`config.mk`:
```
export PLATFORM = sky130hd
export DESIGN_NAME = apb_multi_slave_bridge
export DESIGN_NICKNAME = d
export VERILOG_FILES = /design/src/rtl/apb_pkg.sv /design/src/rtl/apb_wait_timer.sv /design/src/rtl/apb_multi_slave_bridge.sv
export SDC_FILE = /design/constraint.sdc
export NUM_CORES = 1
export LEC_CHECK = 0
export ABC_AREA = 1
export BUFFER_PORTS_ARGS = -buffer_cell sky130_fd_sc_hd__buf_4
export CORE_ASPECT_RATIO = 1.2
export CORE_MARGIN = 3
export CORE_UTILIZATION = 48
export DETAILED_ROUTE_END_ITERATION = 16
export PLACE_DENSITY_LB_ADDON = 0.15
export SYNTH_ARGS = -nofsm -noshare
export SYNTH_HDL_FRONTEND = slang
export SYNTH_HIERARCHICAL = 1
export SYNTH_SLANG_ARGS = --single-unit
```
`constraint.sdc`:
```
create_clock -name pclk -period 2.6 [get_ports pclk]
set_input_delay 0.26 -clock pclk [delete_from_list [all_inputs] [get_ports pclk]]
set_output_delay 0.26 -clock pclk [all_outputs]
set_load 0.01 [all_outputs]
```
`src/rtl/apb_pkg.sv`:
```
// Shared types for the APB multi-slave bridge: FSM state encoding, response payload
// and the slave-index width helper.
package apb_pkg;

  localparam int unsigned APB_MAX_DATA_WIDTH = 64;

  typedef enum logic [1:0] {
    IDLE   = 2'd0,
    SETUP  = 2'd1,
    ACCESS = 2'd2
  } apb_state_e;

  // Sized for the widest supported bus; the bridge uses the low DATA_WIDTH bits.
  typedef struct packed {
    logic [APB_MAX_DATA_WIDTH-1:0] rdata;
    logic                          err;
  } apb_rsp_t;

  function automatic int unsigned sel_bits(input int unsigned num_slaves);
    return (num_slaves > 1) ? $clog2(num_slaves) : 1;
  endfunction

endpackage

```
`src/rtl/apb_wait_timer.sv`:
```
// Counts ACCESS wait cycles; expired_o flags that the next enabled cycle is the last one allowed.
module apb_wait_timer #(
  parameter int unsigned TIMEOUT_CYCLES = 16
) (
  input  logic clk_i,
  input  logic rst_ni,
  input  logic enable_i,
  input  logic clear_i,
  output logic expired_o
);

  if (TIMEOUT_CYCLES == 0) begin : g_off
    logic unused_c;
    assign unused_c  = ^{clk_i, rst_ni, enable_i, clear_i};
    assign expired_o = 1'b0;
  end else begin : g_on
    localparam int unsigned CNT_W = $clog2(TIMEOUT_CYCLES + 1);
    localparam logic [CNT_W-1:0] LIMIT = CNT_W'(TIMEOUT_CYCLES);
    localparam logic [CNT_W-1:0] LAST  = CNT_W'(TIMEOUT_CYCLES - 1);

    logic [CNT_W-1:0] count_q, count_d;
    logic             expired_q;

    // Saturating count so a stuck enable can never wrap back to zero.
    always_comb begin
      count_d = count_q;
      if (clear_i) begin
        count_d = '0;
      end else if (enable_i && (count_q != LIMIT)) begin
        count_d = count_q + CNT_W'(1);
      end
    end

    always_ff @(posedge clk_i) begin
      if (!rst_ni) begin
        count_q   <= '0;
        expired_q <= 1'b0;
      end else begin
        count_q   <= count_d;
        expired_q <= (count_d == LAST);
      end
    end

    assign expired_o = expired_q;
  end

endmodule

```
`src/rtl/apb_multi_slave_bridge.sv`:
```
// APB master bridge: valid/ready command port in, one-shot response out, NUM_SLAVES PSEL lines
// with per-slave ready/error, wait-state timeout and back-to-back transfers.
module apb_multi_slave_bridge
  import apb_pkg::*;
#(
  parameter int unsigned ADDR_WIDTH     = 16,
  parameter int unsigned DATA_WIDTH     = 16,
  parameter int unsigned NUM_SLAVES     = 4,
  parameter int unsigned TIMEOUT_CYCLES = 16
) (
  input  logic                             pclk,
  input  logic                             preset_n,
  input  logic                             req_valid,
  output logic                             req_ready,
  input  logic                             req_write,
  input  logic [ADDR_WIDTH-1:0]            req_addr,
  input  logic [DATA_WIDTH-1:0]            req_wdata,
  output logic                             rsp_valid,
  output logic [DATA_WIDTH-1:0]            rsp_rdata,
  output logic                             rsp_err,
  output logic [NUM_SLAVES-1:0]            psel,
  output logic                             penable,
  output logic                             pwrite,
  output logic [ADDR_WIDTH-1:0]            paddr,
  output logic [DATA_WIDTH-1:0]            pwdata,
  input  logic [NUM_SLAVES-1:0]            pready,
  input  logic [NUM_SLAVES*DATA_WIDTH-1:0] prdata,
  input  logic [NUM_SLAVES-1:0]            pslverr
);

  localparam int unsigned SEL_BITS = sel_bits(NUM_SLAVES);

  apb_state_e              state_q;
  logic [NUM_SLAVES-1:0]   psel_q;
  logic                    penable_q;
  logic                    pwrite_q;
  logic [ADDR_WIDTH-1:0]   paddr_q;
  logic [DATA_WIDTH-1:0]   pwdata_q;
  logic                    rsp_valid_q;
  apb_rsp_t                rsp_q;

  logic [SEL_BITS-1:0]     slave_idx_c;
  logic [SEL_BITS-1:0]     req_idx_c;
  logic [NUM_SLAVES-1:0]   req_psel_c;
  logic                    sel_ready_c;
  logic                    sel_err_c;
  logic [DATA_WIDTH-1:0]   sel_rdata_c;
  logic                    decode_err_c;
  logic                    in_access_c;
  logic                    tmr_en_c;
  logic                    tmr_expired;
  logic                    timeout_c;
  logic                    done_c;
  logic                    accept_c;
  logic                    rsp_err_c;
  logic                    unused_rsp_c;

  assign slave_idx_c = paddr_q[ADDR_WIDTH-1 -: SEL_BITS];
  assign req_idx_c   = req_addr[ADDR_WIDTH-1 -: SEL_BITS];

  // Route the addressed slave's handshake back, and pre-decode PSEL for the incoming command.
  always_comb begin : slave_mux
    sel_ready_c = 1'b0;
    sel_err_c   = 1'b0;
    sel_rdata_c = '0;
    req_psel_c  = '0;
    for (int unsigned i = 0; i < NUM_SLAVES; i++) begin
      if (slave_idx_c == SEL_BITS'(i)) begin
        sel_ready_c = pready[i];
        sel_err_c   = pslverr[i];
        sel_rdata_c = prdata[i*DATA_WIDTH +: DATA_WIDTH];
      end
      req_psel_c[i] = (req_idx_c == SEL_BITS'(i));
    end
  end

  // Only a non-power-of-two slave count leaves index values with no PSEL line.
  if (NUM_SLAVES < (2 ** SEL_BITS)) begin : g_partial_decode
    assign decode_err_c = (slave_idx_c >= SEL_BITS'(NUM_SLAVES));
  end else begin : g_full_decode
    assign decode_err_c = 1'b0;
  end

  assign in_access_c = (state_q == ACCESS);
  assign tmr_en_c    = in_access_c & ~sel_ready_c & ~decode_err_c;
  assign timeout_c   = tmr_en_c & tmr_expired;
  assign done_c      = in_access_c & (sel_ready_c | decode_err_c | timeout_c);
  assign rsp_err_c   = decode_err_c | sel_err_c | timeout_c;

  // Ready in IDLE and in the completing ACCESS cycle, which is what allows back-to-back transfers.
  assign req_ready = preset_n & ((state_q == IDLE) | done_c);
  assign accept_c  = req_valid & req_ready;

  apb_wait_timer #(
    .TIMEOUT_CYCLES(TIMEOUT_CYCLES)
  ) u_wait_timer (
    .clk_i    (pclk),
    .rst_ni   (preset_n),
    .enable_i (tmr_en_c),
    .clear_i  (accept_c),
    .expired_o(tmr_expired)
  );

  always_ff @(posedge pclk) begin
    if (!preset_n) begin
      state_q     <= IDLE;
      psel_q      <= '0;
      penable_q   <= 1'b0;
      pwrite_q    <= 1'b0;
      paddr_q     <= '0;
      pwdata_q    <= '0;
      rsp_valid_q <= 1'b0;
      rsp_q       <= '0;
    end else begin
      rsp_valid_q <= done_c;
      rsp_q.err   <= done_c & rsp_err_c;
      rsp_q.rdata <= (done_c & ~pwrite_q & ~rsp_err_c) ? APB_MAX_DATA_WIDTH'(sel_rdata_c) : '0;

      if (accept_c) begin
        paddr_q   <= req_addr;
        pwdata_q  <= req_wdata;
        pwrite_q  <= req_write;
        psel_q    <= req_psel_c;
        penable_q <= 1'b0;
        state_q   <= SETUP;
      end else begin
        unique case (state_q)
          SETUP: begin
            penable_q <= 1'b1;
            state_q   <= ACCESS;
          end
          ACCESS: begin
            if (done_c) begin
              penable_q <= 1'b0;
              psel_q    <= '0;
              state_q   <= IDLE;
            end
          end
          default: state_q <= IDLE;
        endcase
      end
    end
  end

  assign unused_rsp_c = ^rsp_q.rdata;

  assign psel      = psel_q;
  assign penable   = penable_q;
  assign pwrite    = pwrite_q;
  assign paddr     = paddr_q;
  assign pwdata    = pwdata_q;
  assign rsp_valid = rsp_valid_q;
  assign rsp_err   = rsp_q.err;
  assign rsp_rdata = rsp_q.rdata[DATA_WIDTH-1:0];

endmodule

```
After elaboration in Yosys (flattened, before gate mapping)
Index checks and enable logic that the tools add are counted.
{ "classes": {"n_eq_ne": 12, "n_bitwise": 15, "addsub": 1, "muxes": 22, "reduce_logical": 11} }
{ "op_table": {"columns": ["cell", "n"], "rows": [
  ["$mux W16", 4],
  ["$mux W4", 3],
  ["$eq A2 B2 Y1 const B", 5],
  ["$mux W1", 10],
  ["$mux W5", 2],
  ["$and A1 B1 Y1", 8],
  ["$eq A2 B1 Y1 const B", 3],
  ["$logic_not A2 Y1", 3],
  ["$reduce_and A2 Y1", 3],
  ["$reduce_bool A2 Y1", 3],
  ["$add A5 B1 Y5 const B", 1],
  ["$eq A5 B4 Y1 const B", 1],
  ["$ne A5 B5 Y1 const B", 1],
  ["$not A1 Y1", 4],
  ["$pmux W2 S2", 1],
  ["$ne A3 B1 Y1 const B", 1],
  ["$or A1 B1 Y1", 3],
  ["$mux W2", 1],
  ["$ne A2 B1 Y1 const B", 1],
  ["$pmux W1 S2", 1],
  ["$reduce_or A2 Y1", 1],
  ["$logic_and A1 B1 Y1", 1]
]} }
{ "word_totals": {"inputBits": 108, "ff_bits": 64, "elab_cells": 73, "output_inout_bits": 57} }

Longest topological paths before layout
Gate-level depths: netlist of the first run.
{ "depth": {"depth_word": 15, "ltp_mapped": 16, "mapped_depth_nobuf": 14} }

By module
Netlist of the first run, hierarchy kept.
{ "by_module_without_submodules": {"columns": ["mod", "seq_area_each_um2", "n_inst", "cells_per_inst", "area_each_um2"], "rows": [
  ["apb_multi_slave_bridge", 1161.1, 1, 380, 2658.8],
  ["apb_wait_timer", 120.1, 1, 53, 349.1]
]} }

Worst setup path after synthesis of the first run
Ideal clock, no wire load.
{ "synth_timing": {"kind": "reg2reg", "startpoint": "register paddr_q[15], in the netlist paddr[15]", "endpoint": "register u_wait_timer.g_on.expired_q, in the netlist u_wait_timer/expired_o", "path_stages_with_launch": 15, "path_slack_ps": 793, "required_time_ps": 2538, "synth_period_minus_slack_ps": 1807, "path_buffers": 1, "t_arrival_ps": 1745, "setup_ps": 62, "cell_sequence": "dfxtp_1 -> nand2_1 -> or2_0 -> nand2_1 -> o211ai_2 -> nand3_2 -> buf_6 -> inv_1 -> inv_1 -> nand3_1 -> inv_1 -> nand2_1 -> nor2_1 -> nand2_1 -> nor2_2"} }
{ "synth_between": {"elab_chain_cells": 15, "word_cells_on_any_way": 20, "cone_classes": "eq/ne: 4; mux: 6; bitwise: 8; reduce/logical: 2"} }
{ "synth_rtl": {"columns": ["item", "line_no", "rtl"], "rows": [
  ["start: declaration", "apb_multi_slave_bridge.sv:37", "logic [ADDR_WIDTH-1:0] paddr_q;"],
  ["start signal: assignment", "apb_multi_slave_bridge.sv:120", "paddr_q <= req_addr;"],
  ["$logic_not A2 Y1", "apb_multi_slave_bridge.sv:68", "if (slave_idx_c == SEL_BITS'(i)) begin"],
  ["$mux W1 (3 in a row)", "apb_multi_slave_bridge.sv:68", null],
  ["$mux W1 (*)", "apb_multi_slave_bridge.sv:68", null],
  ["$not A1 Y1", "apb_multi_slave_bridge.sv:85", "assign tmr_en_c = in_access_c & ~sel_ready_c & ~decode_err_c;"],
  ["$and A1 B1 Y1", "apb_multi_slave_bridge.sv:85", null],
  ["$and A1 B1 Y1", "apb_multi_slave_bridge.sv:86", "assign timeout_c = tmr_en_c & tmr_expired;"],
  ["$or A1 B1 Y1 (*)", "apb_multi_slave_bridge.sv:87", "assign done_c = in_access_c & (sel_ready_c | decode_err_c | timeout_c);"],
  ["$and A1 B1 Y1 (*)", "apb_multi_slave_bridge.sv:87", null],
  ["$or A1 B1 Y1 (*)", "apb_multi_slave_bridge.sv:91", "assign req_ready = preset_n & ((state_q == IDLE) | done_c);"],
  ["$and A1 B1 Y1 (*)", "apb_multi_slave_bridge.sv:91", null],
  ["$and A1 B1 Y1 (*)", "apb_multi_slave_bridge.sv:92", "assign accept_c = req_valid & req_ready;"],
  ["named net accept_c", "apb_multi_slave_bridge.sv:54", "logic accept_c;"],
  ["$mux W5 (*)", "apb_wait_timer.sv:27", "if (clear_i) begin"],
  ["$eq A5 B4 Y1 (*)", "apb_wait_timer.sv:40", "expired_q <= (count_d == LAST);"],
  ["end signal: assignment", "apb_wait_timer.sv:40", null],
  ["end: declaration", "apb_wait_timer.sv:22", "logic expired_q;"]
]} }
Mark *: on every way through the listed nets, which the timed path passes. The rest lies on a longest branch.
A chain may end at the register's enable or synchronous reset.

Final worst setup path of the first run
{ "layout_timing": {"startpoint": "register paddr_q[14], in the netlist paddr[14]", "endpoint": "register u_wait_timer.g_on.expired_q, in the netlist u_wait_timer/expired_o"} }
{ "layout_between": {"elab_chain_cells": 15, "word_cells_on_any_way": 20, "cone_classes": "eq/ne: 4; mux: 6; bitwise: 8; reduce/logical: 2"} }
{ "layout_rtl": {"columns": ["item", "line_no", "rtl"], "rows": [
  ["$logic_not A2 Y1", "apb_multi_slave_bridge.sv:68", null],
  ["$mux W1 (3 in a row)", "apb_multi_slave_bridge.sv:68", null],
  ["$mux W1 (*)", "apb_multi_slave_bridge.sv:68", null],
  ["$not A1 Y1 (*)", "apb_multi_slave_bridge.sv:85", null],
  ["$and A1 B1 Y1 (*)", "apb_multi_slave_bridge.sv:85", null],
  ["named net tmr_en_c", "apb_multi_slave_bridge.sv:50", "logic tmr_en_c;"],
  ["$and A1 B1 Y1", "apb_multi_slave_bridge.sv:86", null],
  ["$or A1 B1 Y1", "apb_multi_slave_bridge.sv:87", null],
  ["$and A1 B1 Y1", "apb_multi_slave_bridge.sv:87", null],
  ["$or A1 B1 Y1", "apb_multi_slave_bridge.sv:91", null],
  ["$and A1 B1 Y1", "apb_multi_slave_bridge.sv:91", null],
  ["$and A1 B1 Y1", "apb_multi_slave_bridge.sv:92", null],
  ["$mux W5 (*)", "apb_wait_timer.sv:27", null],
  ["$eq A5 B4 Y1 (*)", "apb_wait_timer.sv:40", null]
]} }
Marks and branches as above.

==> reports/results.txt, run 1 <==
status = finished clean
# IOs = 165
Iteration-0 DRC Markers = 105
Setup WS pre-CTS = 0.549 ns
Setup CP Type = register to register
Post-synth ARST share = 0%
Hold Startpoint = req_wdata[5]
HP Class = input port to register
worst hold stages = 3
Chip Height = 92.7 µm
# Post-CTS Setup Buffers = 0
clk sinks = 64
fin nets = 703
Synth Area per Inst = 6.95 µm²
core area = 5860 µm²
row count = 30
GP Congestion = 0.908
Final Cycle Share = 80.4%
die width = 78.3 µm
clk_skew = 0.00730 ns
final hold vios = 0
startpoint types = register
Via density = 4.73
Synth cell types = 29
final setup fails = 0
CP top delay family = simple AND/OR/NAND/NOR gates
Slew headroom = 63.1%
syn_nets = 543
DRT Wirelength = 8430 µm
DP Area = 4260 µm²
reg2reg start = paddr[14]
antenna fix cells = 0
Layout Area Growth over Synthesis = 50.2%
largest cells by area after synthesis = dfxtp_1 43%, nand2_1 15%, nor2_1 11%
Fmax achieved = 478 MHz
critical path, cell by cell = buf_4 > nand3_1 > nand4_1 > nor2_1 > nand2_1 > inv_1 > nand4_1 > nand2_1 > nor2_1 > nor2_1 > nand2_1 > nor2_2
Tot GR Track Use = 23.3%
top_reg_cell synth = dfxtp_1
Worst setup EP type = register
Clock Latency Late Sink = 0.34 ns
gr ovfl total = 0
RSZ-0062 raised after global routing = false
Final Cell Area = 4520 µm²
FF-to-FF End = u_wait_timer/expired_o
CTS resizes = 0
fin worst setup slack = 0.510 ns
leakage power = 2.41 nW
EDFF count, synth = 0
min cycle time layout = 2.09 ns
Post-CTS Hold Buffers = 0
Max Fanout on Critical Path = 20
die area = 7260 µm²
post-synthesis sequential area ratio = 42.6%
critical path's largest stage delay = 0.46 ns
Worst path slowest cell = nor2_1
layout cells sized above 1 = 35.5%
first-pass GRT wire length = 13400 µm
Routed wire per std cell = 12.4 µm
port bufs = 164
TritonCTS buffer count = 9
Worst Path Required = 2.87 ns
post-synthesis instance total = 433
total vias in the final route = 3204
Least-Margin Pin Slew = 0.552 ns
drt pass-1 iters = 4
Power Density = 579 nW/µm²
Worst Path Arrival = 2.36 ns
number of global-route vias before repair = 3049
leading area contributor after synthesis = dfxtp_1
Cell Area, Synth = 3010 µm²
Synth Warn # = 6
count leader, synth = nand2_1
CP bufs+invs = 2
CTS root buffer = clkbuf_8
initial antenna violation count = 0
Reg2Reg Depth = 12
DRC = 0
reg2reg setup slack = 0.51 ns
Final TNS setup = 0 ns
Post-synth top cells = 117 x nand2_1, 86 x nor2_1, 64 x dfxtp_1, 57 x inv_1, 28 x nand3_1
HPWL Detailed = 6550 µm
worst vdd ir = 0.390 mV
Reg clk slew, reported paths = 0.07 ns
max capacitance violation total = 0
post-synthesis register bit count = 64
pin count of the biggest net entering global routing = 66
H-tree Lvls = 3
top-area cell type share of the netlist area = 42.6%
maximum root-to-sink buffer count = 2
WHS Endpoint = pwdata[5]
CTS tree = yes
Slew Viols, Final = 0
post-route ant nets = 0
Starting Density = 51.4%
==> routing by layer <==
metal	track usage (%)	wire (µm)	vias up	share of wire [%]
met4	10.1	201	0	2.4
li1	-	-	1663	-
met2	40.5	4200	131	50
met1	26.4	3370	1390	40
met5	0	0	-	0
met3	6.71	659	20	7.8
==> flip-flops by register name, indices dropped and copies added, names as in the netlist, 2 cells and up <==
| signal | cells |
|---|---|
| paddr | 16 |
| pwdata | 16 |
| rsp_rdata | 16 |
| u_wait_timer/g_on.count_q | 5 |
| psel | 4 |
| state_q | 2 |
==> how the worst max path moves through the flow <==
stage / start / endpoint / slack, ns / cells after the start
after floorplan: paddr[15] / u_wait_timer/expired_o / 0.79 / 14
after detailed placement: paddr[14] / rsp_rdata[0] / 0.55 / 9
final: paddr[14] / u_wait_timer/expired_o / 0.51 / 12
after CTS: paddr[14] / rsp_rdata[0] / 0.54 / 9
after global routing: paddr[14] / u_wait_timer/expired_o / 0.24 / 12
after global placement: paddr[14] / rsp_rdata[1] / 0.65 / 9
==> layout by cell type (no fill, tap or decap), drive strengths merged <==
| cell type | n |
|---|---|
| buf | 169 |
| nand2 | 122 |
| nor2 | 99 |
| dfxtp | 64 |
| inv | 58 |
| nand3 | 32 |
| a221oi | 17 |
| clkbuf | 10 |
| nand4 | 4 |
| o21ai | 4 |
| a21oi | 3 |
| bufinv | 3 |
| o22ai | 2 |
| nor3 | 2 |
| ha | 2 |
| clkinv | 2 |
| or2 | 1 |
| o211ai | 1 |
| o21bai | 1 |
| o311ai | 1 |
| clkinvlp | 1 |
==> worst register-to-register path: stages (launching register included) <==
cell and delay, ns:
dfxtp_1 0.38, buf_4 0.24, nand3_1 0.11, nand4_1 0.13, nor2_1 0.46, nand2_1 0.13
inv_1 0.11, nand4_1 0.08, nand2_1 0.09, nor2_1 0.05, nor2_1 0.09, nand2_1 0.07
nor2_2 0.08
==> area by class of cell <==
type	count	area [µm²]
inverters	58	218
clock buffers	10	138
multi-input cells	291	1380
repair buffers	169	1280
fillers	458	1340
well taps	80	100
flip-flops and latches	64	1280
clock inverters	6	115
==> stage by stage <==
step           util [%]  std cells  power (mW)  hold slack, ns
5_1_grt            77.1        678        2.75           0.122
3_3_place_gp       72.8        662        1.56           0.457
6_report           77.1        678        2.61           0.139
3_5_place_dp       72.8        662        1.57           0.477
4_1_cts            77.1        678        2.64           0.119
2_1_floorplan         -        433        1.34           0.373
==> cells by family after synthesis <==
family                     share of synthesized area [%]
adders and majority gates                          0.832
DFF                                                 42.6
and+or+nand+nor                                     36.9
buffers and inverters                               11.4
AOI/OAI and AO/OA                                   8.24
==> report_power, final <==
part / internal, mW / switching [mW] / total (mW)
registers: 1.03 / 0.0292 / 1.06
logic: 0.250 / 0.244 / 0.494
clock network: 0.668 / 0.394 / 1.06
Power figures use the tool's default switching activity.
==> inputs of run 2 (changes only) <==
CORE_UTILIZATION = 40   (was 48)
clock period = 1.9 ns   (was 2.6 ns; I/O delays follow)
==> run 2 against run 1 <==
  * Count of clock-buffer cells in the layout increased by 4
  * Routed wire length increased by 1.3%
  * Register-to-register slack got worse by 0.32 ns
  * Highest routed layer unchanged
==> reports/results.txt, run 2 (synthesis gave the netlist of run 1 again) <==
status = finished clean
Clock Latency Late Sink = 0.33 ns (about the same)
Setup CP Type = register to register
post-route ant nets = 0 (unchanged)
final hold vios = 0 (unchanged)
DRC = 0 (unchanged)
multi-input logic area = 1380 µm² (unchanged)
GP Congestion = 0.883 (-2.8%)
HP Class = input port to register
pin count of the biggest net entering global routing = 47 (-29%)
Worst setup EP type = register
Layout Area Growth over Synthesis = 50.1% (about the same)
min cycle time layout = 1.71 ns (-0.379 ns)
row count = 34 (+13%)
worst vdd ir = 0.326 mV (-16%)
CTS root buffer = clkbuf_8
Post-CTS Hold Buffers = 0 (unchanged)
sequential cell area = 1290 µm² (+0.59%)
most common cell after layout, fill and taps aside = buf_4
TritonCTS buffer count = 9 (unchanged)
layout cells sized above 1 = 36.3% (+0.81 points)
total vias in the final route = 3192 (-0.37%)
Chip Height = 101 µm (+8.9%)
Iteration-0 DRC Markers = 63 (-40%)
maximum root-to-sink buffer count = 2 (unchanged)
Power Density = 711 nW/µm² (+23%)
number of global-route vias before repair = 3044 (-0.16%)
gr ovfl total = 0 (unchanged)
Slew Viols, Final = 0 (unchanged)
drt pass-1 iters = 4 (unchanged)
leakage power = 2.41 nW (about the same)
initial antenna violation count = 0 (unchanged)
Worst Path Required = 2.16 ns (-0.71 ns)
fin util = 62.1% (-15 points)
commonest cells after routing, fill and taps aside = 174 x buf_4, 117 x nand2_1, 86 x nor2_1, 62 x dfxtp_1, 56 x inv_1
core area = 7270 µm² (+24%)
HPWL Detailed = 6650 µm (+1.5%)
startpoint types = register
# IOs = 165 (unchanged)
non-filler instance count after layout = 694 (+2.4%)
port bufs = 164 (unchanged)
H-tree Lvls = 3 (unchanged)
final setup fails = 0 (unchanged)
fin nets = 709 (+0.85%)
Fmax achieved = 584 MHz (+22%)
antenna fix cells = 0 (unchanged)
Tot GR Track Use = 19.2% (-4.1 points)
Starting Density = 41.3% (-10 points)
Reg clk slew, reported paths = 0.07 ns (about the same)
first-pass GRT wire length = 13400 µm (-0.42%)
DRT Wirelength = 8540 µm (+1.3%)
Least-Margin Pin Slew = 0.416 ns (-0.136 ns)
Via density = 4.60 (-2.7%)
die area = 8600 µm² (+19%)
Slew headroom = 72.2% (+9.2 points)
Fillers = 686 (+50%)
Routed wire per std cell = 12.3 µm (-1.1%)
clk sinks = 64 (unchanged)
max capacitance violation total = 0 (unchanged)
die width = 85.2 µm (+8.8%)
clk_skew = 0.00688 ns (-0.000417 ns)
placed cell count = 676 (+2.1%)
CTS tree = yes
Max Fanout on Critical Path = 19 (-5.0%)
Final Cycle Share = 90.1% (+9.7 points)
Worst Path Arrival = 1.97 ns (-0.39 ns)
total power = 3.21 mW (+23%)
run 2: through the flow:
stage | hold WS (ns) | setup slack (ns) | cell area [µm²] | setup TNS [ns]
final | 0.0803 | 0.189 | 4510 | 0
after global routing | 0.0751 | -0.000446 | 4510 | -0.000446
after CTS | 0.0678 | 0.0185 | 4500 | 0
after detailed placement | 0.418 | -0.0152 | 4310 | -0.0152
after global placement | 0.411 | 0.0869 | 4310 | 0
after floorplan | 0.303 | 0.0931 | 3010 | 0
run 2: timing repair:
action	CTS	global route
endpoints found under the setup margin	1	20
resized for setup	0	5
buffers inserted	1	1
pin swaps	1	1
run 2: power breakdown:
group	switching, mW	total, mW	internal (mW)
registers	0.0411	1.45	1.41
logic	0.333	0.684	0.351
clock network	0.495	1.07	0.580
total	0.869	3.21	2.34
run 2: layout make-up:
class | instances | share of cell area (%)
Inverter | 58 | 4.82
Timing Repair Buffer | 175 | 29.4
Tap cell | 90 | 2.49
Sequential cell | 64 | 28.5
Multi-Input combinational cell | 291 | 30.7
Clock buffer | 14 | 3.82
Clock inverter | 2 | 0.277
run 2: worst paths after layout:
check / from / to / slack, ns / cells after the start
worst min-delay path: req_addr[9] / paddr[9] / 0.08 / 3
worst max-delay path: paddr[15] / rsp_rdata[2] / 0.19 / 8
worst max register to register: paddr[15] / rsp_rdata[2] / 0.19 / 8
worst min register to register: psel[1] / psel[1] / 0.47 / 2
run 2: metal layers:
layer	routed length (µm)	part of all wire [%]	track usage, %	up-vias
met2	4030	47	33.0	126
met1	3490	41	21.7	1372
met5	0	0	0	-
li1	-	-	-	1674
met3	794	9.3	7.36	20
met4	223	2.6	6.82	0
run 2: critical path: stages, from the launching register on:
cell	delay [ns]
dfxtp_4	0.37
inv_1	0.07
buf_4	0.23
nor2_2	0.06
a221oi_2	0.21
nand2_1	0.07
inv_1	0.08
nand3_2	0.33
nor2_1	0.19
==> inputs of run 3 (changes only) <==
PLACE_DENSITY = 0.76   (was not set)
PLACE_DENSITY_LB_ADDON = not set   (was 0.15)
SLEW_MARGIN = 20   (was not set)
==> run 3 against run 2 <==
  * Worst setup slack worse by 0.039 ns
  * Total power is 3.6% higher
  * Routed wire length increased by 2.7%
  * Design area increased by 0.78%
  * Cell count unchanged
  * Largest power group unchanged
  * Utilization is 0.48 points higher
  * Critical path type unchanged
  * Highest routed layer unchanged
  * Non-clock buffer count unchanged
  * Worst hold slack got worse by 0.0052 ns
  * Count of clock-buffer cells in the layout decreased by 3
  * Die area is the same
  * Critical path depth down 1
  * Sequential power barely moved
==> reports/results.txt, run 3 (synthesis gave the netlist of run 1 again) <==
Worst path slowest cell = nor2_2
Layout Area Growth over Synthesis = 51.2%
CP bufs+invs = 2 (-1)
clk_skew = 0.00861 ns (+0.00172 ns)
Clock Latency Late Sink = 0.33 ns (about the same)
Fmax achieved = 571 MHz (-2.2%)
number of global-route vias before repair = 3167 (+4.0%)
CTS root buffer = clkbuf_8
Reg clk slew, reported paths = 0.07 ns (about the same)
Final Cell Area = 4550 µm² (+0.78%)
die area = 8600 µm² (unchanged)
leakage power = 2.42 nW (+0.30%)
total vias in the final route = 3237 (+1.4%)
Worst Path Arrival = 1.95 ns (-0.02 ns)
min cycle time layout = 1.75 ns (+0.0393 ns)
clock share of power = 35.5% (+2.0 points)
Least-Margin Pin Slew = 0.621 ns (+0.205 ns)
Starting Density = 41.3% (unchanged)
worst vdd ir = 0.406 mV (+24%)
Sw Pwr = 891 µW (+2.5%)
Max Fanout on Critical Path = 21 (+2)
CTS tree = yes
max capacitance violation total = 0 (unchanged)
# IOs = 165 (unchanged)
Routed wire per std cell = 12.6 µm (+2.7%)
final setup fails = 0 (unchanged)
DRC = 0 (unchanged)
drt pass-1 iters = 4 (unchanged)
fin nets = 709 (unchanged)
Comb pwr share = 20.9% (-0.4 points)
HP Class = input port to register
RSZ-0062 raised after global routing = false
initial antenna violation count = 0 (unchanged)
Slew Viols, Final = 0 (unchanged)
DP Area = 4300 µm² (-0.17%)
antenna fix cells = 0 (unchanged)
critical path's largest stage delay = 0.51 ns (+0.14 ns)
pin count of the biggest net entering global routing = 48 (+2.1%)
Chip Height = 101 µm (unchanged)
Final Cycle Share = 92.1% (+2.1 points)
Tot GR Track Use = 20.4% (+1.1 points)
die width = 85.2 µm (unchanged)
port bufs = 164 (unchanged)
Post-CTS Hold Buffers = 0 (unchanged)
Power Density = 731 nW/µm² (+2.8%)
first-pass GRT wire length = 14200 µm (+6.1%)
final hold vios = 0 (unchanged)
DRT Wirelength = 8770 µm (+2.7%)
Internal Power = 2.43 mW (+4.0%)
HPWL Detailed = 6870 µm (+3.3%)
gr ovfl total = 0 (unchanged)
maximum root-to-sink buffer count = 2 (unchanged)
Iteration-0 DRC Markers = 75 (+19%)
fin util = 62.5% (+0.48 points)
most common cell after layout, fill and taps aside = buf_4
H-tree Lvls = 3 (unchanged)
row count = 34 (unchanged)
commonest cells after routing, fill and taps aside = 173 x buf_4, 117 x nand2_1, 85 x nor2_1, 62 x dfxtp_1, 56 x inv_1
Worst Path Required = 2.10 ns (-0.06 ns)
critical path, cell by cell = buf_6 > nor2_2 > a221oi_2 > nand2_1 > inv_1 > nand3_4 > nor2_1
Slew headroom = 58.5% (-14 points)
core area = 7270 µm² (unchanged)
layout cells sized above 1 = 36.8% (+0.50 points)
Setup CP Type = register to register
post-route ant nets = 0 (unchanged)
Seq pwr share = 43.6% (-1.6 points)
startpoint types = register
status = finished clean
Worst setup EP type = register
Via density = 4.66 (+1.4%)
clk sinks = 64 (unchanged)
CP top delay family = simple AND/OR/NAND/NOR gates
Sw Share = 26.8% (-0.30 points)
GP Congestion = 0.908 (+2.8%)
TritonCTS buffer count = 9 (unchanged)
## run 3: cell count changes in the layout (fill, tap and decap cells not counted), sizes merged
| cell | change |
|---|---|
| clkbuf | -3 |
| bufinv | +1 |
| clkinv | +1 |
| clkinvlp | +1 |
## run 3: worst min-delay path, cell delays in order
cell,delay (ns)
buf_4,0.08
nor2_1,0.03
nor2_1,0.08
## run 3: layout make-up
type                       count  area [µm²]
clock inverter                 5        55.1
tap                           90         113
timing repair buffer         175        1330
sequential                    64        1290
inverter                      58         218
multi-input combinational    291        1390
fill                         657        2730
clock buffer                  11         151
## run 3: path summary, 6_finish.rpt
check               start            to  slack, ns  cells after the start
max             paddr[14]  rsp_rdata[3]       0.15                      7
max reg2reg     paddr[14]  rsp_rdata[3]       0.15                      7
min          req_wdata[1]     pwdata[1]       0.08                      3
min reg2reg       psel[1]       psel[1]       0.48                      2
## run 3: timing repair
item                                    4_1_cts  5_1_grt
endpoints found under the setup margin       12       23
cloned                                        0        0
pin swaps                                     1        1
gates resized for setup                       3        5
setup buffers                                 1        2
## run 3: through the flow
stage	std cells	power, mW	setup slack (ns)	TNS, ns	hold WS [ns]
after floorplan	433	1.83	0.0931	0	0.303
after global placement	675	2.15	0.0961	0	0.411
after detailed placement	675	2.16	-0.0727	-0.163	0.416
after CTS	692	3.35	0.0361	0	0.0579
after global routing	694	3.50	0.000113	0	0.0664
final	694	3.32	0.150	0	0.0752
## run 3: metal layers
layer | share of wire (%) | wire (µm) | track usage [%] | up-vias
met1 | 40 | 3500 | 23.6 | 1413
met5 | 0 | 0 | 0 | -
met3 | 6.8 | 594 | 4.74 | 19
met4 | 2.1 | 182 | 7.92 | 0
li1 | - | - | - | 1679
met2 | 51 | 4490 | 36.1 | 126
## run 3: power groups by stage
stage | combinational (mW) | sequential, mW | clock [mW]
after floorplan | 0.325 | 1.50 | 0
after global placement | 0.671 | 1.48 | 0
after detailed placement | 0.683 | 1.48 | 0
after CTS | 0.693 | 1.45 | 1.21
after global routing | 0.781 | 1.46 | 1.26
final | 0.695 | 1.45 | 1.18
